$ cat config.mk
export PLATFORM = sky130hd
export DESIGN_NAME = counter
export DESIGN_NICKNAME = d
export VERILOG_FILES = /design/src/rtl/counter.sv
export SDC_FILE = /design/constraint.sdc
export NUM_CORES = 1
export LEC_CHECK = 0
export CAP_MARGIN = 30
export CORE_AREA = 2 2 39 41
export CTS_BUF_LIST = sky130_fd_sc_hd__clkbuf_2 sky130_fd_sc_hd__clkbuf_4 sky130_fd_sc_hd__clkbuf_8
export DETAILED_ROUTE_END_ITERATION = 10
export DIE_AREA = 0 0 41 43
export SYNTH_ARGS = -nofsm -noshare
export SYNTH_HDL_FRONTEND = slang
export SYNTH_SLANG_ARGS = --single-unit
$ cat constraint.sdc
create_clock -name clk -period 1.4 [get_ports clk]
set_clock_uncertainty 0.1 [all_clocks]
set_input_delay 0.14 -clock clk [delete_from_list [all_inputs] [get_ports clk]]
set_output_delay 0.14 -clock clk [all_outputs]
set_load 0.1 [all_outputs]
$ cat src/rtl/counter.sv
// Modulo-N up/down counter with terminal-count flag and registered wrap pulse.
// Define COUNTER_OVF_CNT_EN to add a saturating 8-bit wrap counter on ovf_count.
module counter #(
  parameter int unsigned WIDTH       = 4,
  parameter int unsigned MOD_VALUE   = 16,
  parameter int unsigned RESET_VALUE = 0,
  parameter int unsigned COUNT_DOWN  = 0
) (
  input  logic             clk,
  input  logic             reset,
  output logic [WIDTH-1:0] count,
  output logic             tc,
  output logic             wrap
`ifdef COUNTER_OVF_CNT_EN
  ,
  output logic [7:0]       ovf_count
`endif
);

  if (WIDTH < 2 || WIDTH > 16) begin : g_err_width
    $error("counter: WIDTH must be in 2..16");
  end
  if (MOD_VALUE < 2 || MOD_VALUE > (32'd1 << WIDTH)) begin : g_err_mod
    $error("counter: MOD_VALUE must be in 2..2**WIDTH");
  end
  if (RESET_VALUE >= MOD_VALUE) begin : g_err_rst
    $error("counter: RESET_VALUE must be less than MOD_VALUE");
  end

  localparam bit             FullMod  = (MOD_VALUE == (32'd1 << WIDTH));
  localparam bit             Down     = (COUNT_DOWN != 0);
  localparam logic [WIDTH-1:0] TopVal = WIDTH'(MOD_VALUE - 1);
  localparam logic [WIDTH-1:0] LastVal  = Down ? '0 : TopVal;
  localparam logic [WIDTH-1:0] FirstVal = Down ? TopVal : '0;
  localparam logic [WIDTH-1:0] RstVal   = WIDTH'(RESET_VALUE);

  logic [WIDTH-1:0] count_q, count_d;
  logic             wrap_q, wrap_d;
  logic             at_last;

  assign at_last = (count_q == LastVal);

  always_comb begin
    count_d = count_q;
    if (FullMod) begin
      // Power-of-two modulus rolls over naturally in binary.
      count_d = Down ? (count_q - WIDTH'(1)) : (count_q + WIDTH'(1));
    end else if (at_last) begin
      count_d = FirstVal;
    end else begin
      count_d = Down ? (count_q - WIDTH'(1)) : (count_q + WIDTH'(1));
    end
    wrap_d = at_last;
  end

  always_ff @(posedge clk or negedge reset) begin
    if (!reset) begin
      count_q <= RstVal;
      wrap_q  <= 1'b0;
    end else begin
      count_q <= count_d;
      wrap_q  <= wrap_d;
    end
  end

  assign count = count_q;
  assign tc    = at_last;
  assign wrap  = wrap_q;

`ifdef COUNTER_OVF_CNT_EN
  logic [7:0] ovf_q, ovf_d;

  always_comb begin
    ovf_d = ovf_q;
    if (at_last && (ovf_q != 8'hFF)) begin
      ovf_d = ovf_q + 8'd1;
    end
  end

  always_ff @(posedge clk or negedge reset) begin
    if (!reset) begin
      ovf_q <= 8'd0;
    end else begin
      ovf_q <= ovf_d;
    end
  end

  assign ovf_count = ovf_q;
`endif

endmodule

==> summary.md, run 1 <==
| Metric | Value |
|---|---|
| CP endpoint kind | `output pin` |
| Vias per std cell | `3.36` |
| Switch Pwr | `0.0000622 W` |
| Register bit count reported by yosys | `5` |
| DIE WIDTH | `41 microns` |
| Status | `complete, but fails checks` |
| Highest clock rate | `683 MHz` |
| Nets | `30` |
| Placeable Area | `1380 sq um` |
| Detailed Route Iter0 Violations | `5` |
| Startpoint types | `flip-flop` |
| Total grt overflow | `0` |
| H-tree Lvls | `1` |
| Post-CTS Hold Buffers | `0` |
| Crit Reg-Reg Startpoint | `count[0]` |
| Synth Warn # | `0` |
| Clock transition at path regs | `0.05 ns` |
| CTS tree | `yes` |
| Lkg Pwr | `0.189 nW` |
| Row count | `14` |
| Peak supply drop | `0.283 mV` |
| Largest net degree at the start of global routing | `6` |
| Sw Ratio | `0.185` |
| CP Data Arrival Time | `1.22 ns` |
| Max clock buf depth | `2` |
| First-pass DRT Iterations | `2` |
| Via count | `141` |
| RSZ-0062 raised after global routing | `yes` |
| Clock tree sinks | `5` |
| Post-synthesis cell count | `11` |
| Die ar. | `1760 sq um` |
| Largest fanout on the critical path | `2` |
| Multi-input logic area | `63.8 sq um` |
| Post-synthesis sequential area ratio | `0.709` |
| Slew @ Worst Pin | `0.230 ns` |
| Area delta synth->final | `134%` |
| CP required | `1.16 ns` |
| Clock power share | `0.554` |
| Later-pin clock latency in the skew report | `0.24 ns` |
| Gr usage total | `0.0657` |
| Logic gate share of total power | `0.015` |
| Final Critical Period | `1.46 ns` |
| Fillers | `146` |
| Cell count after placement | `34` |
| Internal Power | `0.000274 W` |
| Setup slack, reg-to-reg | `0.15 ns` |
| Setup slack after layout | `-0.0646 ns` |
| Pwr/cell area | `815 nW/um^2` |
| Setup Crit Path Kind | `reg -> out` |
| Final setup vio count | `1` |
| Fin crit share | `1.05` |
| Vias in the first global route | `178` |
| Post-cts sizing count | `0` |
| Final hold violations | `0` |
| Yosys cell types | `7` |
| Crit path to | `tc` |
| Worst R2R Path Depth | `4` |
| TritonCTS buffer count | `3` |
| Core Util, Final | `0.298` |
| Global-route wire length before repair | `745 microns` |
| Syn avg cell area | `16.0 sq um` |
| Remaining antenna violation count | `0` |
| CP startpoint | `count[0]` |
| Root Buffer | `clkbuf_4` |
| Initial antenna violation count | `0` |
| Cell Area, Synth | `176 sq um` |
| Hold WC Path Type | `in -> async` |
| Failing checks | `setup timing` |
| # port buffers | `7` |
| Routability congestion estimate | `0.463` |
| RR Endpoint | `count[2]` |
| Slew Viols, Final | `0` |
| Routed len/inst | `10.3 microns` |
| Syn Nets | `14` |
| Storage element area | `135 sq um` |
| Share of layout cells above drive strength 1 | `0.808` |
| Antenna Cells | `0` |
| Slew HR | `0.846` |
| IO Pins | `8` |
| Chip Height | `43 microns` |
| Reg power frac | `0.430` |
| Remaining DRCs | `0` |
| Fin cells | `42` |
| Starting Density | `0.127` |
| WL final | `433 microns` |
| Max-Cap Viols | `0` |
[cells in the mapped netlist]
library cell / n / area [sq um]
dfrtp_1: 5 / 125
xnor2_1: 1 / 8.76
ha_1: 1 / 12.5
nand3_2: 1 / 10.0
and3_2: 1 / 7.51
inv_1: 1 / 3.75
xor2_1: 1 / 8.76
[worst min path at each step]
stage,cells past startpoint,slack [ns],from,to
5_1_grt,1,0.02,reset,count[0]
3_3_place_gp,1,0.27,reset,wrap
4_1_cts,1,0.02,reset,count[0]
6_report,1,0.02,reset,count[0]
2_1_floorplan,0,-0.26,reset,count[2]
3_5_place_dp,1,0.28,reset,count[0]
[logic make-up after synthesis]
logic type	share of synthesized area
and+or+nand+nor	0.0993
buffers and inverters	0.0213
DFF	0.709
xor gates and xnor gates	0.0993
adders and majority gates	0.0709
[power groups by stage]
stage | sequential, W | combinational, W | clock, W
floorplan | 0.000147 | 0.0000000000340 | 0
global placement | 0.000147 | 0.00000501 | 0
detailed placement | 0.000147 | 0.00000522 | 0
CTS | 0.000145 | 0.00000528 | 0.000194
global route | 0.000145 | 0.00000555 | 0.000202
finish | 0.000145 | 0.00000514 | 0.000187
[routing by layer]
layer / global-route usage / vias up / share of wire
met5: 0 / - / 0
met4: 0.0200 / 0 / 0
met3: 0.0471 / 0 / 0.12
met2: 0.0906 / 10 / 0.50
met1: 0.0789 / 67 / 0.38
li1: - / 64 / -
[metrics by stage]
step | power (W) | TNS, ns | instance area [sq um] | setup WS [ns] | hold slack, ns
after CTS | 0.000345 | -0.0802 | 405 | -0.0802 | 0.0169
after floorplan | 0.000147 | -0.0267 | 203 | -0.0193 | -0.256
after detailed placement | 0.000152 | 0 | 353 | 0.147 | 0.276
after global routing | 0.000353 | -0.0977 | 413 | -0.0977 | 0.0184
final | 0.000337 | -0.0646 | 413 | -0.0646 | 0.0193
after global placement | 0.000152 | 0 | 353 | 0.155 | 0.268
[what timing repair did]
item,4_1_cts,5_1_grt
gates cloned,0,0
setup buffers,3,1
endpoints found under the setup margin,1,1
pin swaps,1,1
[final cells by class]
type | count | share of cell area
multi-input combinational | 5 | 0.155
tap | 16 | 0.0485
clock buffer | 4 | 0.0727
timing repair buffer | 11 | 0.388
sequential | 5 | 0.327
inverter | 1 | 0.00909
[worst max-delay path, stage by stage (launching register included)]
cell and delay [ns]:
dfrtp_4 0.48, ha_4 0.16, and3_4 0.17, buf_12 0.16
[placed cells by master (no fill, tap or decap), drive strengths merged]
cell type       n
buf            10
dfrtp           5
clkbuf          4
nand3           1
xnor2           1
xor2            1
and3            1
inv             1
ha              1
clkdlybuf4s50   1
[flip-flops by register name, summed over array words and instances (netlist names)]
register  cells
count         4
wrap          1
Power figures use the tool's default switching activity.
==> run 2: changes to the inputs <==
Settings changed: ABC_AREA from default to 0.
==> results of run 2 <==
No change in the layout: final DEF, timing and power equal those of run 1.
